===== config.mk =====
export PLATFORM = sky130hd
export DESIGN_NAME = sseg_scan_ctrl_flat
export DESIGN_NICKNAME = d
export VERILOG_FILES = /design/src/rtl/sseg_scan_ctrl_pkg.sv /design/src/rtl/sseg_scan_ctrl_if.sv /design/src/rtl/sseg_scan_ctrl_tick_gen.sv /design/src/rtl/sseg_scan_ctrl.sv /design/src/flat_wrapper.sv
export SDC_FILE = /design/constraint.sdc
export NUM_CORES = 1
export LEC_CHECK = 0
export CAP_MARGIN = 25
export CORE_UTILIZATION = 51
export DETAILED_ROUTE_END_ITERATION = 7
export PLACE_DENSITY = 0.79
export RECOVER_POWER = 100
export SYNTH_ARGS = -nofsm -noshare
export SYNTH_HDL_FRONTEND = slang
export SYNTH_SLANG_ARGS = --single-unit

===== constraint.sdc =====
create_clock -name clk -period 2.84 [get_ports clk]
set_input_delay 0.568 -clock clk [delete_from_list [all_inputs] [get_ports clk]]
set_output_delay 0.568 -clock clk [all_outputs]
set_load 0.02 [all_outputs]

===== src/rtl/sseg_scan_ctrl_pkg.sv =====
// ============================================================================
//  Module      : sseg_pkg
//  Description : Shared types and constants for the seven-segment scan
//                scheduler: scan FSM state encoding, digit/slot counts,
//                the all-anodes-off pattern and the leading-zero helper.
//  Revision    : 1.0 - initial release
// ============================================================================
`default_nettype none

package sseg_pkg;

    localparam int         N_DIGITS = 4;
    localparam int         N_SLOTS  = 16;
    localparam logic [3:0] AN_OFF   = 4'b1111;

    typedef enum logic [1:0] {
        IDLE = 2'd0,
        DEAD = 2'd1,
        ON   = 2'd2,
        OFF  = 2'd3
    } scan_state_t;

    // A digit is a leading zero when it and every more-significant digit
    // are zero. Digit 0 always shows so a zero value still reads "0".
    function automatic logic lz_suppress(input logic [15:0] digits,
                                         input logic [1:0]  sel);
        logic sup;
        case (sel)
            2'd3:    sup = (digits[15:12] == 4'h0);
            2'd2:    sup = (digits[15:8]  == 8'h00);
            2'd1:    sup = (digits[15:4]  == 12'h000);
            default: sup = 1'b0;
        endcase
        return sup;
    endfunction

endpackage

`default_nettype wire


===== src/rtl/sseg_scan_ctrl_if.sv =====
// ============================================================================
//  Module      : sseg_scan_ctrl_if
//  Description : Display-value update handshake (valid/ready) carrying an
//                atomic 4-digit value, nibble i = digit i.
//                master : requester (drives upd_valid/upd_digits)
//                slave  : scan controller (drives upd_ready)
//  Revision    : 1.0 - initial release
// ============================================================================
`default_nettype none

interface sseg_scan_ctrl_if;

    logic        upd_valid;
    logic [15:0] upd_digits;
    logic        upd_ready;

    modport master (output upd_valid, output upd_digits, input  upd_ready);
    modport slave  (input  upd_valid, input  upd_digits, output upd_ready);

endinterface

`default_nettype wire


===== src/rtl/sseg_scan_ctrl_tick_gen.sv =====
// ============================================================================
//  Module      : sseg_tick_gen
//  Description : Brightness-slot prescaler. Counts 0..TICK_DIV-1 and flags
//                the last count as a one-cycle slot tick.
//  Ports       : clk     - system clock
//                rst     - synchronous active-high reset
//                clr_i   - hold the count at zero (scan idle / disabled)
//                tick_o  - high while count = TICK_DIV-1 (and not cleared)
//  Revision    : 1.0 - initial release
// ============================================================================
`default_nettype none

module sseg_tick_gen #(
    parameter int TICK_DIV = 1000
) (
    input  wire logic clk,
    input  wire logic rst,
    input  wire logic clr_i,
    output logic      tick_o
);

    localparam int             CW   = $clog2(TICK_DIV);
    localparam logic [CW-1:0]  LAST = CW'(TICK_DIV - 1);

    logic [CW-1:0] count_q;

    always_ff @(posedge clk) begin
        if (rst || clr_i) begin
            count_q <= '0;
        end else if (count_q == LAST) begin
            count_q <= '0;
        end else begin
            count_q <= count_q + 1'b1;
        end
    end

    assign tick_o = !clr_i && (count_q == LAST);

endmodule

`default_nettype wire


===== src/rtl/sseg_scan_ctrl.sv =====
// ============================================================================
//  Module      : sseg_scan_ctrl
//  Description : Scan scheduler for a 4-digit multiplexed seven-segment
//                display. Each digit period is 16 slots: slot 0 is a blank
//                dead slot, slots 1..bright_lat light the anode, the rest
//                stay dark. Value updates are held pending and committed
//                at frame boundaries (or immediately while idle).
//  Ports       : clk, rst          - clock, synchronous active-high reset
//                enabled_i         - scan enable (0 = dark, scan idle)
//                brightness_i      - lit slots per digit period, 0..15
//                blank_lz_i        - suppress leading-zero digits
//                upd_if            - update handshake (slave side)
//                digits_active_o   - committed digit values
//                digit_sel_o       - current digit index
//                an_o              - active-low anodes (registered)
//                frame_done_o      - 1-cycle pulse after digit 3 ends
//  Revision    : 1.0 - initial release
// ============================================================================
`default_nettype none

module sseg_scan_ctrl
    import sseg_pkg::*;
#(
    parameter int TICK_DIV = 1000
) (
    input  wire logic        clk,
    input  wire logic        rst,
    input  wire logic        enabled_i,
    input  wire logic [3:0]  brightness_i,
    input  wire logic        blank_lz_i,
    sseg_scan_ctrl_if.slave  upd_if,
    output logic [15:0]      digits_active_o,
    output logic [1:0]       digit_sel_o,
    output logic [3:0]       an_o,
    output logic             frame_done_o
);

    scan_state_t state_q, state_d;
    logic [3:0]  slot_q, slot_d;
    logic [1:0]  sel_q, sel_d;
    logic [3:0]  bright_lat_q, bright_lat_d;
    logic [3:0]  an_q, an_d;
    logic        frame_done_q, frame_done_d;
    logic [15:0] digits_q, digits_d;
    logic [15:0] pend_q, pend_d;
    logic        pend_vld_q, pend_vld_d;

    logic        tick;
    logic        tick_clr;
    logic        frame_end;

    // Prescaler is parked at zero while idle so the first dead slot after
    // enabling is a full TICK_DIV cycles long.
    assign tick_clr = !enabled_i || (state_q == IDLE);

    sseg_tick_gen #(
        .TICK_DIV (TICK_DIV)
    ) u_tick_gen (
        .clk    (clk),
        .rst    (rst),
        .clr_i  (tick_clr),
        .tick_o (tick)
    );

    assign frame_end = enabled_i && tick && (slot_q == 4'(N_SLOTS - 1))
                     && (sel_q == 2'(N_DIGITS - 1))
                     && ((state_q == ON) || (state_q == OFF));

    // ------------------------------------------------------------------
    // State register
    // ------------------------------------------------------------------
    always_ff @(posedge clk) begin
        if (rst) begin
            state_q      <= IDLE;
            slot_q       <= '0;
            sel_q        <= '0;
            bright_lat_q <= '0;
            an_q         <= AN_OFF;
            frame_done_q <= 1'b0;
            digits_q     <= '0;
            pend_q       <= '0;
            pend_vld_q   <= 1'b0;
        end else begin
            state_q      <= state_d;
            slot_q       <= slot_d;
            sel_q        <= sel_d;
            bright_lat_q <= bright_lat_d;
            an_q         <= an_d;
            frame_done_q <= frame_done_d;
            digits_q     <= digits_d;
            pend_q       <= pend_d;
            pend_vld_q   <= pend_vld_d;
        end
    end

    // ------------------------------------------------------------------
    // Next-state logic
    // ------------------------------------------------------------------
    always_comb begin
        state_d = state_q;
        slot_d  = slot_q;
        sel_d   = sel_q;
        if (!enabled_i) begin
            state_d = IDLE;
            slot_d  = '0;
            sel_d   = '0;
        end else begin
            case (state_q)
                IDLE: begin
                    state_d = DEAD;
                    slot_d  = '0;
                    sel_d   = '0;
                end
                DEAD: begin
                    if (tick) begin
                        slot_d  = slot_q + 4'd1;
                        state_d = (bright_lat_q != 4'd0) ? ON : OFF;
                    end
                end
                default: begin // ON, OFF
                    if (tick) begin
                        // Digit wrap wins over the ON->OFF check so that
                        // brightness 15 stays lit through slot 15.
                        if (slot_q == 4'(N_SLOTS - 1)) begin
                            slot_d  = '0;
                            sel_d   = sel_q + 2'd1;
                            state_d = DEAD;
                        end else begin
                            slot_d = slot_q + 4'd1;
                            if ((state_q == ON) && (slot_q == bright_lat_q)) begin
                                state_d = OFF;
                            end
                        end
                    end
                end
            endcase
        end
    end

    // ------------------------------------------------------------------
    // Update handshake: capture when empty, commit at frame end or idle
    // ------------------------------------------------------------------
    always_comb begin
        digits_d   = digits_q;
        pend_d     = pend_q;
        pend_vld_d = pend_vld_q;
        if (pend_vld_q && (frame_end || (state_q == IDLE))) begin
            digits_d   = pend_q;
            pend_vld_d = 1'b0;
        end
        // Commit needs pend_vld_q=1 and capture needs it 0, so the two
        // never collide.
        if (upd_if.upd_valid && !pend_vld_q) begin
            pend_d     = upd_if.upd_digits;
            pend_vld_d = 1'b1;
        end
    end

    // ------------------------------------------------------------------
    // Output logic (registered through the state register)
    // ------------------------------------------------------------------
    always_comb begin
        bright_lat_d = bright_lat_q;
        if ((state_d == DEAD) && (state_q != DEAD)) begin
            bright_lat_d = brightness_i;
        end
        frame_done_d = frame_end;
        an_d         = AN_OFF;
        if ((state_d == ON) && !(blank_lz_i && lz_suppress(digits_d, sel_d))) begin
            an_d = ~(4'b0001 << sel_d);
        end
    end

    assign upd_if.upd_ready = !pend_vld_q;
    assign digits_active_o  = digits_q;
    assign digit_sel_o      = sel_q;
    assign an_o             = an_q;
    assign frame_done_o     = frame_done_q;

endmodule

`default_nettype wire

===== src/flat_wrapper.sv =====
// flat-port wrapper written by rule: the top's interface ports become plain ports
module sseg_scan_ctrl_flat import sseg_pkg::*;
#(
    parameter int TICK_DIV = 1000
)
  (clk, rst, enabled_i, brightness_i, blank_lz_i, digits_active_o, digit_sel_o, an_o, frame_done_o, upd_if_upd_valid, upd_if_upd_digits, upd_if_upd_ready);
  sseg_scan_ctrl_if upd_if_i ();
  input  wire logic clk;
  input  wire logic rst;
  input  wire logic enabled_i;
  input  wire logic [3:0] brightness_i;
  input  wire logic blank_lz_i;
  output logic [15:0] digits_active_o;
  output logic [1:0] digit_sel_o;
  output logic [3:0] an_o;
  output logic frame_done_o;
  input wire logic [$bits(upd_if_i.upd_valid)-1:0] upd_if_upd_valid;
  input wire logic [$bits(upd_if_i.upd_digits)-1:0] upd_if_upd_digits;
  output wire logic [$bits(upd_if_i.upd_ready)-1:0] upd_if_upd_ready;
  assign upd_if_i.upd_valid = upd_if_upd_valid;
  assign upd_if_i.upd_digits = upd_if_upd_digits;
  assign upd_if_upd_ready = upd_if_i.upd_ready;
  sseg_scan_ctrl #(.TICK_DIV(TICK_DIV)) u_core (.clk(clk), .rst(rst), .enabled_i(enabled_i), .brightness_i(brightness_i), .blank_lz_i(blank_lz_i), .upd_if(upd_if_i), .digits_active_o(digits_active_o), .digit_sel_o(digit_sel_o), .an_o(an_o), .frame_done_o(frame_done_o));
endmodule

==> results_dict.tcl <==
set metrics [dict create \
    grt_pass1_wl_um 8976 \
    final_cell_area_um2 3276 \
    synth-compound-area-share_pct 8.151 \
    synth_seq_cells 60 \
    dominant_combinational_cell_family_by_area_after_synthesis "simple AND/OR/NAND/NOR gates" \
    netlist.top_cell.by_area "sky130_fd_sc_hd__dfxtp_1" \
    drt_first_pass_iters 4 \
    clock_tree.buffer_depth 2 \
    initial_utilization_pct 53.30 \
    layoutNonFillerInstCount 402 \
    min_delay_path_depth 2 \
    placed_cell_area_um2 3092 \
    avgSynthCellArea_um2 9.055 \
    final_period_util_pct 84.31 \
    final_layout_size_suffix_gt1_share_pct 8.060 \
    clock-skew-final_ns 0.008296 \
    die_y_um 72.26 \
    synth_fp_nets 306 \
    pre_cts_slack_ns 0.5753 \
    setup_ws_ns 0.4455 \
    first_global_vias 2028 \
    die_area_um2 5221 \
    total_length_of_routed_wires_um 5282 \
    fin_setup_tns_ns 0 \
    syn2layout_area_growth_pct 30.12 \
    detail_route.iter0.violations 101 \
    core_area_um2 4723 \
    routedWlPerCell_um 13.14 \
    synthSimpleGateAreaFrac_pct 26.39 \
    core.rowCount 25 \
    startpoint_type "flop" \
    cts_hold_buffers 0 \
    fillerInstances 375 \
    critPathRequiredTime_ns 3.06 \
    placedCellCount 386 \
    tritoncts "done" \
    status "finished, final reports clean" \
    setup_crit_end_kind "flop" \
    worst-r2r-cell-count 6 \
    drc 0 \
    grt_setup_unrepaired "no" \
    post-synth-top-count-cell "sky130_fd_sc_hd__dfxtp_1" \
    clock_sink_count 60 \
    synth_ff_type "sky130_fd_sc_hd__dfxtp_1" \
    setup_viol 0 \
    post_cts_resized 0 \
    global_route.usage.total_pct 22.43 \
    synth.top_cells.by_count "sky130_fd_sc_hd__dfxtp_1, sky130_fd_sc_hd__nand2_1, sky130_fd_sc_hd__nor2_1" \
    leakage_power_summed_over_all_cells_uw 0.001415 \
    timing.final.crit_period_ns 2.394 \
    clk_pin_slew_worst_paths_ns 0.07 \
    asr_flop_ratio_synth_pct 0 \
    synth_edf_count 0 \
    yosysWarnings 0 \
    worst_hold_path_class "flop to flop" \
    htree_num_levels 3 \
    headroom_to_the_max_slew_limit_pct 46.88 \
    pin_count 49 \
    dr_total_vias 2086 \
    detailedPlacementHpwl_um 3667 \
    synth_area_um2 2517 \
    worst-path-max-fanout 6 \
    synth_seq_area_share_pct 47.71 \
    powerDensity_nw_per_um2 576.4 \
    die-width_um 72.26 \
    num-nets-final 358 \
    vdd_drop_max_mv 0.2950 \
    numCtsBuffers 9 \
    grt_max_degree 39 \
    placement.io_buffers 48 \
    timing_worst_setup_path_type "flop to flop" \
    synth_area_leaders "sky130_fd_sc_hd__dfxtp_1, sky130_fd_sc_hd__mux2i_1, sky130_fd_sc_hd__nand2_1" \
    grt_overflow_total 0 \
    synthCells 278 \
    yosys.area.top_type_share_pct 47.71 \
    antennaDiodeCount 0 \
    ctsRootBufferMaster "sky130_fd_sc_hd__clkbuf_8" \
    cap_viol_max_count 0 \
    worst_skew_pair.late_latency_ns 0.34 \
    routed_antenna_nets 0 \
    finalWeightedCongestion 0.8398 \
    grt_antenna_before_repair 0 \
    timing.final.hold_violations 0 \
    synth_cell_type_count 44 \
    postCtsSetupBuffers 0 \
    maxClockFrequency_mhz 417.6 \
    yosys-mux-area-fraction_pct 9.592 \
    worst-slew-pin-transition_ns 0.7896 \
    cp.arrival_ns 2.61 \
    synth_xor_area_share_pct 4.175 \
    synth_adder_area_share_pct 1.491 \
    drt-vias-per-instance 5.189 \
    final-max-slew-violation-count 0 \
]
[final cells by class]
cell class	instances	area, um^2	area share (%)
Clock inverter	5	75.07	2.292
Tap cell	67	83.83	2.559
Timing Repair Buffer	52	523.0	15.97
Inverter	5	18.77	0.5730
Clock buffer	11	141.4	4.316
Multi-Input combinational cell	202	1232	37.62
Sequential cell	60	1201	36.67
[registers in the layout, summed over array words and instances, names as in the netlist, 2 cells and up]
| name | count |
|---|---|
| u_core.digits_active_o | 16 |
| u_core.an_o | 4 |
| u_core.pend_q | 16 |
| u_core.slot_q | 4 |
| u_core.state_q | 2 |
| u_core.bright_lat_q | 4 |
| u_core.u_tick_gen.count_q | 10 |
| u_core.digit_sel_o | 2 |
[cells by family (layout without fill, tap and decap cells)]
kind of cell    count (synthesis)  count (layout)
mux                            24              24
buf+inv                        16              73
simple gates                  129             129
fa+ha+maj                       3               3
flops                          60              60
compound gates                 34              34
xor+xnor                       12              12
[metal layers]
metal | wire, um | track usage, % | up-vias
li1 | - | - | 1073
met1 | 2553 | 28.71 | 956
met2 | 2440 | 34.48 | 53
met3 | 227 | 6.528 | 4
met4 | 60 | 11.33 | 0
met5 | 0 | 0 | -
[per-stage QoR]
stage | power [uW] | hold WS (ns) | util (%)
after floorplan | 995.1 | 0.4302 | -
after global placement | 1062 | 0.4452 | 64.87
after detailed placement | 1070 | 0.4538 | 65.46
after CTS | 1912 | 0.4624 | 70.04
after global routing | 1958 | 0.4899 | 69.35
final | 1888 | 0.4584 | 69.35
[cell usage in the layout (no fill, tap or decap), drive strengths merged]
cell type	count
nand3	11
buf	2
nand2b	3
o2111ai	2
xor2	10
o221ai	1
nand4b	1
dfxtp	60
nand3b	3
nor4	9
mux2i	23
clkdlybuf4s50	22
o211a	1
a41oi	1
and3b	1
a211oi	1
nor2b	2
and4	2
ha	3
or4	2
or2	2
nand4	6
nand2	40
a31o	1
inv	5
and3	4
o21a	1
mux2	1
o21ai	4
a21oi	22
clkinv	3
dlygate4sd3	26
and2	1
nor3	2
bufinv	2
or3	2
clkbuf	13
nor2	38
xnor2	2
[worst paths after layout]
check	slack, ns	end	from
worst max-delay path	0.45	u_core.bright_lat_q[3]	u_core.u_tick_gen.count_q[0]
worst min-delay path	0.46	u_core.pend_q[2]	u_core.pend_q[2]
worst max register to register	0.45	u_core.bright_lat_q[3]	u_core.u_tick_gen.count_q[0]
worst min register to register	0.46	u_core.pend_q[2]	u_core.pend_q[2]
[worst max-delay path: stages (launching register included)]
cell and delay [ns]:
sky130_fd_sc_hd__dfxtp_1 0.38, sky130_fd_sc_hd__ha_1 0.28, sky130_fd_sc_hd__nand3b_1 0.18, sky130_fd_sc_hd__nor4_1 0.72, sky130_fd_sc_hd__o221ai_1 0.42, sky130_fd_sc_hd__mux2i_1 0.25, sky130_fd_sc_hd__nor2_1 0.05
[power by group]
group | leakage (uW) | internal (uW) | switching (uW) | total [uW]
Clock | 0.000113 | 514 | 328 | 842
Sequential | 0.000488 | 866 | 20.0 | 886
Combinational | 0.000814 | 81.4 | 78.6 | 160
Total | 0.00141 | 1460 | 427 | 1890
Power figures use the tool's default switching activity.
